File: src/rtl/baccarat_deal_ctrl_pkg.sv
// Shared types and constants for the Baccarat round sequencer: FSM states,
// card codes, scoring thresholds and the face-card value mapping.
package baccarat_pkg;

  typedef enum logic [3:0] {
    S_P1,
    S_D1,
    S_P2,
    S_D2,
    S_CHK,
    S_P3,
    S_BCHK,
    S_D3,
    S_RES,
    S_DONE
  } state_t;

  localparam logic [3:0] CARD_EMPTY       = 4'd0;
  localparam logic [3:0] CARD_TEN         = 4'd10;
  localparam logic [3:0] CARD_KING        = 4'd13;
  localparam logic [3:0] NATURAL_MIN      = 4'd8;
  localparam logic [3:0] PLAYER_STAND_MIN = 4'd6;
  localparam logic [3:0] BANKER_STAND     = 4'd7;

  // Point value of a raw card code: ten and court cards count zero.
  function automatic logic [3:0] card_value(input logic [3:0] code);
    if (code == CARD_EMPTY || (code >= CARD_TEN && code <= CARD_KING))
      return 4'd0;
    return code;
  endfunction

endpackage

File: src/rtl/baccarat_deal_ctrl_if.sv
// Handshake bundle between the round sequencer and the card/score datapath.
// The master side drives step and scores; the slave side is the sequencer.
interface baccarat_deal_ctrl_if;
  logic       step;
  logic [3:0] pscore;
  logic [3:0] dscore;
  logic [3:0] pcard3;
  logic       load_pcard1;
  logic       load_pcard2;
  logic       load_pcard3;
  logic       load_dcard1;
  logic       load_dcard2;
  logic       load_dcard3;
  logic       player_win_light;
  logic       dealer_win_light;
  logic       done;

  modport master (
    output step, pscore, dscore, pcard3,
    input  load_pcard1, load_pcard2, load_pcard3,
    input  load_dcard1, load_dcard2, load_dcard3,
    input  player_win_light, dealer_win_light, done
  );

  modport slave (
    input  step, pscore, dscore, pcard3,
    output load_pcard1, load_pcard2, load_pcard3,
    output load_dcard1, load_dcard2, load_dcard3,
    output player_win_light, dealer_win_light, done
  );
endinterface

File: src/rtl/baccarat_deal_ctrl_banker_draw_rule.sv
// Banker third-card rule: decides whether the banker draws given the
// banker's two-card total and the player's third card.
module banker_draw_rule
  import baccarat_pkg::*;
(
  input  logic [3:0] dscore,
  input  logic [3:0] pcard3,
  output logic       draw
);

  logic [3:0] w_v;

  assign w_v = card_value(pcard3);

  // NOTE: draw gets a default before the case so no path leaves it unassigned (no latch).
  always_comb begin
    draw = 1'b0;
    case (dscore)
      4'd0, 4'd1, 4'd2: draw = 1'b1;
      4'd3:             draw = (w_v != 4'd8);
      4'd4:             draw = (w_v >= 4'd2) && (w_v <= 4'd7);
      4'd5:             draw = (w_v >= 4'd4) && (w_v <= 4'd7);
      4'd6:             draw = (w_v >= 4'd6) && (w_v <= BANKER_STAND);
      default:          draw = 1'b0;
    endcase
  end

endmodule

File: src/rtl/baccarat_deal_ctrl.sv
// Baccarat round sequencer: deals cards one per step pulse, applies the
// natural / player-draw / banker-draw rules and latches the round result.
module baccarat_deal_ctrl
  import baccarat_pkg::*;
(
  input  logic                 slow_clock,
  input  logic                 reset,
  baccarat_deal_ctrl_if.slave  bus
);

  state_t     r_state;
  logic       r_pwin;
  logic       r_dwin;
  logic       r_done;
  logic       w_bdraw;
  logic       w_natural;
  logic [5:0] w_load;

  banker_draw_rule u_banker_draw_rule (
    .dscore (bus.dscore),
    .pcard3 (bus.pcard3),
    .draw   (w_bdraw)
  );

  assign w_natural = (bus.pscore >= NATURAL_MIN) || (bus.dscore >= NATURAL_MIN);

  // Load strobes are Mealy: high only in the cycle step is seen in a deal state.
  always_comb begin
    w_load = 6'b0;
    if (!reset && bus.step) begin
      case (r_state)
        S_P1:    w_load[0] = 1'b1;
        S_D1:    w_load[1] = 1'b1;
        S_P2:    w_load[2] = 1'b1;
        S_D2:    w_load[3] = 1'b1;
        S_P3:    w_load[4] = 1'b1;
        S_D3:    w_load[5] = 1'b1;
        default: w_load = 6'b0;
      endcase
    end
  end

  assign bus.load_pcard1      = w_load[0];
  assign bus.load_dcard1      = w_load[1];
  assign bus.load_pcard2      = w_load[2];
  assign bus.load_dcard2      = w_load[3];
  assign bus.load_pcard3      = w_load[4];
  assign bus.load_dcard3      = w_load[5];
  assign bus.player_win_light = r_pwin;
  assign bus.dealer_win_light = r_dwin;
  assign bus.done             = r_done;

  // NOTE: state uses non-blocking assignments so every register sees pre-edge values.
  always_ff @(posedge slow_clock) begin
    if (reset) begin
      r_state <= S_P1;
      r_pwin  <= 1'b0;
      r_dwin  <= 1'b0;
      r_done  <= 1'b0;
    end else begin
      case (r_state)
        S_P1: if (bus.step) r_state <= S_D1;
        S_D1: if (bus.step) r_state <= S_P2;
        S_P2: if (bus.step) r_state <= S_D2;
        S_D2: if (bus.step) r_state <= S_CHK;
        S_CHK: begin
          if (w_natural)
            r_state <= S_RES;
          else if (bus.pscore < PLAYER_STAND_MIN)
            r_state <= S_P3;
          else if (bus.dscore < PLAYER_STAND_MIN)
            r_state <= S_D3;
          else
            r_state <= S_RES;
        end
        S_P3:   if (bus.step) r_state <= S_BCHK;
        S_BCHK: r_state <= w_bdraw ? S_D3 : S_RES;
        S_D3:   if (bus.step) r_state <= S_RES;
        S_RES: begin
          r_pwin  <= (bus.pscore >= bus.dscore);
          r_dwin  <= (bus.dscore >= bus.pscore);
          r_done  <= 1'b1;
          r_state <= S_DONE;
        end
        S_DONE:  r_state <= S_DONE;
        default: r_state <= S_P1;
      endcase
    end
  end

endmodule

File: src/flat_wrapper.sv
// flat-port wrapper written by rule: the top's interface ports become plain ports
module baccarat_deal_ctrl_flat import baccarat_pkg::*;
  (slow_clock, reset, bus_step, bus_pscore, bus_dscore, bus_pcard3, bus_load_pcard1, bus_load_pcard2, bus_load_pcard3, bus_load_dcard1, bus_load_dcard2, bus_load_dcard3, bus_player_win_light, bus_dealer_win_light, bus_done);
  baccarat_deal_ctrl_if bus_i ();
  input  logic slow_clock;
  input  logic reset;
  input wire logic [$bits(bus_i.step)-1:0] bus_step;
  input wire logic [$bits(bus_i.pscore)-1:0] bus_pscore;
  input wire logic [$bits(bus_i.dscore)-1:0] bus_dscore;
  input wire logic [$bits(bus_i.pcard3)-1:0] bus_pcard3;
  output wire logic [$bits(bus_i.load_pcard1)-1:0] bus_load_pcard1;
  output wire logic [$bits(bus_i.load_pcard2)-1:0] bus_load_pcard2;
  output wire logic [$bits(bus_i.load_pcard3)-1:0] bus_load_pcard3;
  output wire logic [$bits(bus_i.load_dcard1)-1:0] bus_load_dcard1;
  output wire logic [$bits(bus_i.load_dcard2)-1:0] bus_load_dcard2;
  output wire logic [$bits(bus_i.load_dcard3)-1:0] bus_load_dcard3;
  output wire logic [$bits(bus_i.player_win_light)-1:0] bus_player_win_light;
  output wire logic [$bits(bus_i.dealer_win_light)-1:0] bus_dealer_win_light;
  output wire logic [$bits(bus_i.done)-1:0] bus_done;
  assign bus_i.step = bus_step;
  assign bus_i.pscore = bus_pscore;
  assign bus_i.dscore = bus_dscore;
  assign bus_i.pcard3 = bus_pcard3;
  assign bus_load_pcard1 = bus_i.load_pcard1;
  assign bus_load_pcard2 = bus_i.load_pcard2;
  assign bus_load_pcard3 = bus_i.load_pcard3;
  assign bus_load_dcard1 = bus_i.load_dcard1;
  assign bus_load_dcard2 = bus_i.load_dcard2;
  assign bus_load_dcard3 = bus_i.load_dcard3;
  assign bus_player_win_light = bus_i.player_win_light;
  assign bus_dealer_win_light = bus_i.dealer_win_light;
  assign bus_done = bus_i.done;
  baccarat_deal_ctrl u_core (.slow_clock(slow_clock), .reset(reset), .bus(bus_i));
endmodule
File: config.mk
export PLATFORM = sky130hd
export DESIGN_NAME = baccarat_deal_ctrl_flat
export DESIGN_NICKNAME = d
export VERILOG_FILES = /design/src/rtl/baccarat_deal_ctrl_pkg.sv /design/src/rtl/baccarat_deal_ctrl_if.sv /design/src/rtl/baccarat_deal_ctrl_banker_draw_rule.sv /design/src/rtl/baccarat_deal_ctrl.sv /design/src/flat_wrapper.sv
export SDC_FILE = /design/constraint.sdc
export NUM_CORES = 1
export LEC_CHECK = 0
export ABC_AREA = 1
export CORE_MARGIN = 1
export CORE_UTILIZATION = 40
export DETAILED_ROUTE_END_ITERATION = 7
export GPL_TIMING_DRIVEN = 0
export PLACE_DENSITY_LB_ADDON = 0.25
export SYNTH_ARGS = -nofsm -noshare
export SYNTH_HDL_FRONTEND = slang
export SYNTH_HIERARCHICAL = 1
export SYNTH_SLANG_ARGS = --single-unit
export TNS_END_PERCENT = 100
File: constraint.sdc
create_clock -name slow_clock -period 1.1 [get_ports slow_clock]
set_input_delay 0.165 -clock slow_clock [delete_from_list [all_inputs] [get_ports slow_clock]]
set_output_delay 0.165 -clock slow_clock [all_outputs]
set_load 0.005 [all_outputs]
# == Word-level counts from Yosys, hierarchy flattened ==
# Cells that the tools add are included.
# op_classes
n_eq_ne,22
order_cmp,12
muxes,22
n_reduce_logical,14
# ops
op,n
$mux W4,12
$pmux W4 S9,1
$eq A4 B3 Y1 const B,7
$eq A4 B2 Y1 const B,4
$ge A4 B4 Y1 const B,3
$logic_not A4 Y1,3
$ne A2 B2 Y1 const B,6
$eq A4 B1 Y1 const B,2
$eq A4 B4 Y1 const B,2
$ge A4 B3 Y1 const B,2
$ge A4 B4 Y1,2
$lt A4 B3 Y1 const B,2
$mux W1,7
$mux W6,1
$reduce_and A6 Y1,1
$logic_and A1 B1 Y1,5
$pmux W1 S5,1
$ge A4 B2 Y1 const B,1
$le A4 B3 Y1 const B,1
$le A4 B4 Y1 const B,1
$ne A4 B4 Y1 const B,1
$reduce_or A3 Y1,1
$logic_or A1 B1 Y1,2
$reduce_or A2 Y1,1
$logic_not A1 Y1,1
# word_totals
out_inout_bits,9
wordCells,74
regBits,7

# == Longest topological paths before layout ==
# Gate-level depths: netlist of run 1.
# logic_depth
word_depth,10
mapped_depth,10
depth_no_buf,10

# == By module ==
# Netlist of run 1, hierarchy kept.
# modules_own_cells
mod,instances,area_each_um2,cells_per_inst
baccarat_deal_ctrl,1,624.3,95
banker_draw_rule,1,77.6,18

# == Worst setup path before layout of run 1 ==
# OpenSTA, ideal clock, no wires.
# synth_timing
path_type,register -> register
start,register u_core.r_state[0]
end,register u_core.r_state[3]
slack_ns,0.032
stages_incl_launch_ff,8
synth_period_minus_slack_ns,1.068
arrival_ns,0.939
path_buffers,1
cell_sequence,dfxtp_1 buf_4 nand2_1 nor2_1 a21oi_1 o21ai_0 a21oi_1 nor2_1
# synth_via
elab_chain_len,3
# synth_rtl
item,line_no,source
"start, declared",baccarat_deal_ctrl.sv:11,state_t r_state;
"start signal, assigned",baccarat_deal_ctrl.sv:77,S_BCHK: r_state <= w_bdraw ? S_D3 : S_RES;
$eq A4 B4 Y1 (tied with other cells),baccarat_deal_ctrl.sv:61,case (r_state)
$reduce_or A2 Y1 (no source line) / $ne A2 B2 Y1 (equally long branches),-,
$pmux W4 S9 / $reduce_and A6 Y1 (equally long branches),-,
# Parallel ways exist; a longest one is shown, timed or not.
# A chain may end at the register's enable or synchronous reset.

# == Worst setup path after layout of run 1 ==
# layout_timing
start,register u_core.r_state[3]
end,output bus_load_pcard1
# layout_via
elab_chain_len,3
# layout_rtl
item,line_no,source
$logic_not A4 Y1,baccarat_deal_ctrl.sv:31,case (r_state)
$mux W1,baccarat_deal_ctrl.sv:31,
$mux W6,baccarat_deal_ctrl.sv:30,if (!reset && bus.step) begin
"end, declared",flat_wrapper.sv:11,output wire logic [$bits(bus_i.load_pcard1)-1:0] bus_load_pcard1;
# Every way passes these cells.

==> flow_metrics.env, run 1 <==
export IMPL_outcome="finished, violations left"
export IMPL_violations="negative setup slack"
export IMPL_syn_to_final_growth_pct=72.9
export IMPL_fp_dieArea_um2=1930
export IMPL_grt_pass1_vias=869
export IMPL_fin_worst_skew_ns=0.000399
export IMPL_synth_yosys_warnings=6
export IMPL_antenna_found_initial=0
export IMPL_synth_xor_area_share_pct=0
export IMPL_synth_top_family_by_area="simple AND/OR/NAND/NOR gates"
export IMPL_tns_ns=-1.91
export IMPL_synth_ff_latch_count=7
export IMPL_postLayoutCoreUtil_pct=77.0
export IMPL_tritoncts_num_buffers=3
export IMPL_setup_ws_ns=-0.239
export IMPL_grt_start_max_net_pins=9
export IMPL_yosys_mux_area_fraction_pct=0
export IMPL_max_cap_viols=0
export IMPL_grt_overflow_total=0
export IMPL_place_port_buffers=23
export IMPL_finalSetupViolations=13
export IMPL_cts_hold_buffers=0
export IMPL_ys_types=22
export IMPL_worst_setup_hold_path_clk_slew_ns=0.05
export IMPL_cp_data_arrival_time_ns=1.17
export IMPL_setup_worst_path_class="register to output port"
export IMPL_tritoncts_clock_tree="done"
export IMPL_ys_top_cells_by_area="sky130_fd_sc_hd__dfxtp_1 (20%), sky130_fd_sc_hd__inv_1 (11%), sky130_fd_sc_hd__nand2_1 (11%)"
export IMPL_r2r_start="u_core/r_state[3]$_SDFFE_PP0P_"
export IMPL_slew_viol_final=0
export IMPL_num_vias=903
export IMPL_max_slew_margin_rel_pct=71.7
export IMPL_sw_frac_of_total_pct=33.4
export IMPL_design_final_nets=173
export IMPL_h_tree_levels=1
export IMPL_holdCritStartpoint="reset"
export IMPL_area_sequential_um2=153
export IMPL_number_of_antenna_violating_nets_in_the_routed_design=0
export IMPL_portion_of_total_power_attributed_to_combinational_logic_pct=37.8
export IMPL_synth_area_um2=702
export IMPL_drt_first_iter_violations=24
export IMPL_worst_path_max_fanout=6
export IMPL_min_period_ns=1.34
export IMPL_whs_endpoint="u_core/bus.done$_SDFFE_PP0P_"
export IMPL_latest_clock_arrival_within_the_worst_skew_pair_ns=0.24
export IMPL_globalRouteTotalUtil_pct=24.7
export IMPL_multi_input_gate_area_um2=594
export IMPL_cts_root_buf="sky130_fd_sc_hd__clkbuf_4"
export IMPL_clock_sink_count=7
export IMPL_wirelength_mm=2.33
export IMPL_mostFrequentLayoutCells="sky130_fd_sc_hd__inv_1 (16), sky130_fd_sc_hd__nand2_1 (15), sky130_fd_sc_hd__dlygate4sd2_1 (13), sky130_fd_sc_hd__nor2_1 (11), sky130_fd_sc_hd__buf_4 (8)"
export IMPL_timing_reg2reg_setup_slack_ns=-0.14
export IMPL_pwr_share_clk_pct=28.6
export IMPL_worst_hold_path_type="input port to register"
export IMPL_filler_cell_count=112
export IMPL_p_per_area_nw_per_um2=658
export IMPL_total_switching_power_uw=266
export IMPL_avgViaCountPerCell=5.34
export IMPL_die_h_um=43.9
export IMPL_vdd_ir_drop_max_mv=0.749
export IMPL_synth_sequential_area_ratio_pct=20.0
export IMPL_dr_pass1_iters=6
export IMPL_mostFrequentLayoutCell="sky130_fd_sc_hd__inv_1"
export IMPL_min_period_over_period_pct=122
export IMPL_n_antenna_cell=0
export IMPL_rsz0062_at_grt="true"
export IMPL_drcViolationCount=0
export IMPL_internal_power_uw=532
export IMPL_die_width_um=43.9
export IMPL_synth_fa_ha_area_share_pct=7.13
export IMPL_fp_row_count=14
export IMPL_seq_power_share_pct=33.6
export IMPL_setup_worst_path_start_class="register"
export IMPL_reg2reg_to="u_core/r_state[0]$_SDFFE_PP0P_"
export IMPL_worstRegToRegCells=6
export IMPL_clock_tree_buffer_depth=2
export IMPL_whs_path_depth=2
export IMPL_coreArea_um2=1580
export IMPL_timing_critical_path_to_type="output port"
export IMPL_finalHoldViolations=0
export IMPL_io_pins=24
export IMPL_worst_slew_pin_slew_ns=0.423
export IMPL_wire_length_per_cell_after_detailed_routing_um=13.8
export IMPL_post_synth_and_or_nand_nor_area_fraction_pct=39.9
export IMPL_placer_congestion=0.832
export IMPL_fmax_ghz=0.747
export IMPL_cell_taking_the_most_area_after_synthesis="sky130_fd_sc_hd__dfxtp_1"
export IMPL_synthCells=113
export IMPL_avgSynthCellArea_um2=6.21
export IMPL_yosysTopAreaCellShare_pct=20.0
export IMPL_post_syn_nets=132
export IMPL_grt_first_pass_wirelength_mm=3.59
export IMPL_static_leakage_uw=0.000605
export IMPL_synth_compound_gate_area_share_pct=18.5
export IMPL_layout_cells_sized_above_1_pct=47.1
export IMPL_timing_critical_path_required_ns=0.94
export IMPL_detailedPlacementHpwl_mm=1.29
export IMPL_start_util_pct=44.5
==> logic make-up after synthesis <==
group | Yosys count
simple gates | 56
fa+ha+maj | 4
compound gates | 21
flops | 7
buf+inv | 25
==> cell usage after synthesis <==
cell type                   n
sky130_fd_sc_hd__nand2_1   21
sky130_fd_sc_hd__nor3_1     5
sky130_fd_sc_hd__ha_1       4
sky130_fd_sc_hd__nor2_2     2
sky130_fd_sc_hd__inv_2      2
sky130_fd_sc_hd__nor2_4     2
sky130_fd_sc_hd__o21bai_1   1
sky130_fd_sc_hd__nand3_1    5
sky130_fd_sc_hd__nor2_8     1
sky130_fd_sc_hd__nor4_1     1
sky130_fd_sc_hd__o211ai_1   1
sky130_fd_sc_hd__inv_1     21
sky130_fd_sc_hd__dfxtp_1    7
sky130_fd_sc_hd__nand3_2    3
sky130_fd_sc_hd__o21ai_0    5
sky130_fd_sc_hd__buf_4      2
sky130_fd_sc_hd__a21oi_1    8
sky130_fd_sc_hd__a21oi_2    1
sky130_fd_sc_hd__a31oi_1    2
sky130_fd_sc_hd__o21bai_2   1
sky130_fd_sc_hd__o21ai_2    2
sky130_fd_sc_hd__nor2_1    16
==> metal layers <==
layer	part of all wire, %	global-route usage (%)	vias to the layer above
met1	42	28.2	424
met4	0.69	9.70	0
li1	-	-	440
met5	0	0	-
met3	5.0	4.17	4
met2	52	45.4	35
==> timing repair <==
action                                  CTS  global route
buffers inserted                         11             3
pin swaps                                23            13
endpoints found under the setup margin   15            13
resized for setup                        80            19
==> state kept, by name, summed over array words and instances (netlist names) <==
name,count
u_core/bus.done,1
u_core/bus.dealer_win_light,1
u_core/bus.player_win_light,1
u_core/r_state,4
==> final cells by class <==
cell class                 count  share of cell area [%]
tap                           16                    1.65
timing repair buffer          37                    26.0
multi-input combinational     81                    49.0
buffer                         1                   0.928
sequential                     7                    12.6
inverter                      23                    7.73
clock buffer                   4                    2.16
==> critical path, cell delays in order, from the launching register on <==
cell                      delay [ns]
sky130_fd_sc_hd__dfxtp_4        0.38
sky130_fd_sc_hd__nor2_4         0.12
sky130_fd_sc_hd__nand2_2        0.07
sky130_fd_sc_hd__buf_4          0.14
sky130_fd_sc_hd__nor2_1         0.09
sky130_fd_sc_hd__buf_2          0.12
==> worst max path at each step <==
stage,startpoint,endpoint,depth (start not counted)
after floorplan,u_core/r_state[0]$_SDFFE_PP0P_,u_core/r_state[3]$_SDFFE_PP0P_,7
after global placement,bus_step,bus_load_dcard2,6
after detailed placement,bus_step,bus_load_dcard2,6
after CTS,u_core/r_state[3]$_SDFFE_PP0P_,bus_load_dcard1,6
after global routing,u_core/r_state[3]$_SDFFE_PP0P_,bus_load_pcard2,5
final,u_core/r_state[3]$_SDFFE_PP0P_,bus_load_pcard1,5
==> power groups by stage <==
stage | Combinational [uW] | Sequential [uW] | Clock (uW)
global route | 326 | 268 | 252
floorplan | 128 | 272 | 0
global placement | 215 | 273 | 0
detailed placement | 220 | 274 | 0
CTS | 267 | 268 | 234
finish | 301 | 268 | 228
==> stage by stage <==
step                total power [uW]  setup slack [ns]  std cells  cell area, um2  hold WS (ns)
floorplan                        400            0.0318        113             702         0.234
global placement                 488            -0.698        152             952         0.459
detailed placement               493            -0.719        152             952         0.468
CTS                              769            -0.252        167            1150         0.295
global route                     847            -0.288        169            1210         0.312
finish                           798            -0.239        169            1210         0.289
(Power assumes the default switching activity.)
==> run 2: changes to the inputs <==
Settings changed: CORE_UTILIZATION 40 to 39, SYNTH_HIERARCHICAL 1 to not set.
==> flow_metrics.env, run 2 <==
export IMPL_outcome="finished, violations left"
export IMPL_violations="design-rule violations, negative setup slack"
export IMPL_avgViaCountPerCell=5.30
export IMPL_rsz0062_at_grt="true"
export IMPL_tns_ns=-1.72
export IMPL_cp_cell_sequence="nor2_4, buf_6, inv_2, nor3_2, buf_2"
export IMPL_holdCritStartpoint="reset"
export IMPL_dr_pass1_iters=6
export IMPL_ys_types=20
export IMPL_drt_first_iter_violations=27
export IMPL_grt_first_pass_wirelength_mm=3.49
export IMPL_place_port_buffers=23
export IMPL_design_final_nets=179
export IMPL_setup_worst_path_start_class="register"
export IMPL_setup_worst_path_class="register to output port"
export IMPL_yosysTopAreaCellShare_pct=20.6
export IMPL_worst_path_max_fanout=4
export IMPL_vdd_ir_drop_max_mv=0.779
export IMPL_finalHoldViolations=0
export IMPL_r2r_start="u_core.r_state[2]$_SDFFE_PP0P_"
export IMPL_slew_viol_final=0
export IMPL_syn_to_final_growth_pct=75.5
export IMPL_num_vias=928
export IMPL_cts_hold_buffers=0
export IMPL_worst_hold_path_type="input port to register"
export IMPL_number_of_antenna_violating_nets_in_the_routed_design=0
export IMPL_largest_delay_contributor_family_on_the_critical_path="flip-flops"
export IMPL_layout_cells_sized_above_1_pct=44.0
export IMPL_asyncSetResetFlopFracSynth_pct=0
export IMPL_max_cap_viols=0
export IMPL_grt_overflow_total=0
export IMPL_die_width_um=43.7
export IMPL_globalRouteTotalUtil_pct=24.5
export IMPL_static_leakage_uw=0.000604
export IMPL_yosys_top_cells_count="sky130_fd_sc_hd__nand2_1 (27), sky130_fd_sc_hd__inv_1 (17), sky130_fd_sc_hd__nor2_1 (15)"
export IMPL_synth_main_ff_cell="sky130_fd_sc_hd__dfxtp_1"
export IMPL_fp_row_count=14
export IMPL_mostFrequentLayoutCells="sky130_fd_sc_hd__nand2_1 (24), sky130_fd_sc_hd__dlygate4sd2_1 (15), sky130_fd_sc_hd__nor2_1 (12), sky130_fd_sc_hd__inv_1 (11), sky130_fd_sc_hd__buf_4 (10)"
export IMPL_clock_sink_count=7
export IMPL_timing_reg2reg_setup_slack_ns=-0.19
export IMPL_max_slew_margin_rel_pct=83.7
export IMPL_clock_tree_buffer_depth=2
export IMPL_fmax_ghz=0.761
export IMPL_max_flop_register="u_core.r_state"
export IMPL_place_ws_ns=-0.776
export IMPL_coreArea_um2=1560
export IMPL_tritoncts_clock_tree="done"
export IMPL_die_h_um=43.7
export IMPL_synth_ff_latch_count=7
export IMPL_whs_path_depth=2
export IMPL_cp_slowest_stage_delay_ns=0.36
export IMPL_dp_cells=155
export IMPL_finish_cell_count_without_fillers=175
export IMPL_ys_top_cells_by_area="sky130_fd_sc_hd__dfxtp_1 (21%), sky130_fd_sc_hd__nand2_1 (15%), sky130_fd_sc_hd__inv_1 (9.4%)"
export IMPL_placer_congestion=0.882
export IMPL_n_antenna_cell=0
export IMPL_post_syn_nets=135
export IMPL_reg2reg_to="u_core.r_state[3]$_SDFFE_PP0P_"
export IMPL_io_pins=24
export IMPL_tritoncts_num_buffers=3
export IMPL_timing_critical_path_buf_inv=3
export IMPL_fp_dieArea_um2=1910
export IMPL_start_util_pct=43.6
export IMPL_synthCells=116
export IMPL_detailedPlacementHpwl_mm=1.30
export IMPL_wirelength_mm=2.25
export IMPL_finalSetupViolations=10
export IMPL_cp_data_arrival_time_ns=1.15
export IMPL_grt_start_max_net_pins=7
export IMPL_cell_with_the_most_instances_after_synthesis="sky130_fd_sc_hd__nand2_1"
export IMPL_cell_taking_the_most_area_after_synthesis="sky130_fd_sc_hd__dfxtp_1"
export IMPL_synth_yosys_warnings=0
export IMPL_whs_endpoint="u_core.bus.done$_SDFFE_PP0N_"
export IMPL_timing_critical_path_required_ns=0.94
export IMPL_cts_root_buf="sky130_fd_sc_hd__clkbuf_4"
export IMPL_worst_setup_hold_path_clk_slew_ns=0.05
export IMPL_crit_path_top_delay_cell="sky130_fd_sc_hd__dfxtp_4"
export IMPL_min_period_ns=1.31
export IMPL_synth_edf_count=0
export IMPL_drcViolationCount=2
export IMPL_largest_reg_flops=4
export IMPL_wire_length_per_cell_after_detailed_routing_um=12.9
export IMPL_synth_area_um2=679
export IMPL_worstRegToRegCells=7
export IMPL_synth_sequential_area_ratio_pct=20.6
export IMPL_avgSynthCellArea_um2=5.86
export IMPL_min_period_over_period_pct=119
export IMPL_postLayoutCoreUtil_pct=76.5
export IMPL_antenna_found_initial=0
export IMPL_worst_slew_pin_slew_ns=0.243
export IMPL_fin_worst_skew_ns=0.00439
export IMPL_setup_ws_ns=-0.214
export IMPL_h_tree_levels=1
export IMPL_timing_critical_path_to_type="output port"
export IMPL_p_per_area_nw_per_um2=677
export IMPL_grt_pass1_vias=826
export IMPL_mostFrequentLayoutCell="sky130_fd_sc_hd__nand2_1"
export IMPL_latest_clock_arrival_within_the_worst_skew_pair_ns=0.25
run 2: cells by family (layout without fill, tap and decap cells):
kind of cell | after synthesis | after routing | synth area share, %
buf+inv | 22 | 65 | 12.2
flops | 7 | 7 | 20.6
compound gates | 14 | 14 | 12.2
fa+ha+maj | 4 | 4 | 7.37
simple gates | 69 | 69 | 47.7
run 2: timing repair:
| item | in CTS | in global routing |
|---|---|---|
| gates resized for setup | 86 | 6 |
| pin swaps | 36 | 9 |
| setup endpoints to repair | 15 | 12 |
| buffers inserted | 16 | 2 |
run 2: area by class of cell:
| class | count | area (um2) |
|---|---|---|
| flip-flops and latches | 7 | 156 |
| fillers | 124 | 367 |
| clock buffers | 4 | 26.3 |
| inverters | 22 | 90.1 |
| multi-input cells | 87 | 576 |
| repair buffers | 39 | 324 |
| well taps | 16 | 20.0 |
run 2: metal layers:
| metal | up-vias | GRT usage [%] | part of all wire, % | routed length (um) |
|---|---|---|---|---|
| met5 | - | 0 | 0 | 0 |
| met4 | 0 | 8.13 | 0.84 | 19 |
| met3 | 4 | 7.50 | 5.5 | 123 |
| met2 | 26 | 40.9 | 52 | 1180 |
| met1 | 430 | 29.9 | 41 | 934 |
| li1 | 468 | - | - | - |
run 2: power by group:
part	internal, uW	switching, uW
registers	257	19.1
logic	141	157
clock network	138	94.8
run 2: through the flow:
stage / power (uW) / cell area [um2] / hold WS, ns
final: 808 / 1190 / 0.315
after global routing: 857 / 1190 / 0.343
after CTS: 791 / 1150 / 0.317
after detailed placement: 487 / 930 / 0.465
after global placement: 481 / 930 / 0.457
after floorplan: 394 / 679 / 0.237
run 2: how the worst max path moves through the flow:
stage	endpoint	from	cells after the start	slack, ns
final	bus_load_pcard1	u_core.r_state[2]$_SDFFE_PP0P_	5	-0.21
after global routing	u_core.r_state[3]$_SDFFE_PP0P_	u_core.r_state[2]$_SDFFE_PP0P_	7	-0.26
after CTS	bus_load_pcard1	u_core.r_state[3]$_SDFFE_PP0P_	5	-0.21
after detailed placement	bus_load_pcard1	reset	5	-0.78
after global placement	bus_load_pcard1	reset	5	-0.77
after floorplan	u_core.r_state[2]$_SDFFE_PP0P_	u_core.r_state[0]$_SDFFE_PP0P_	9	0.08
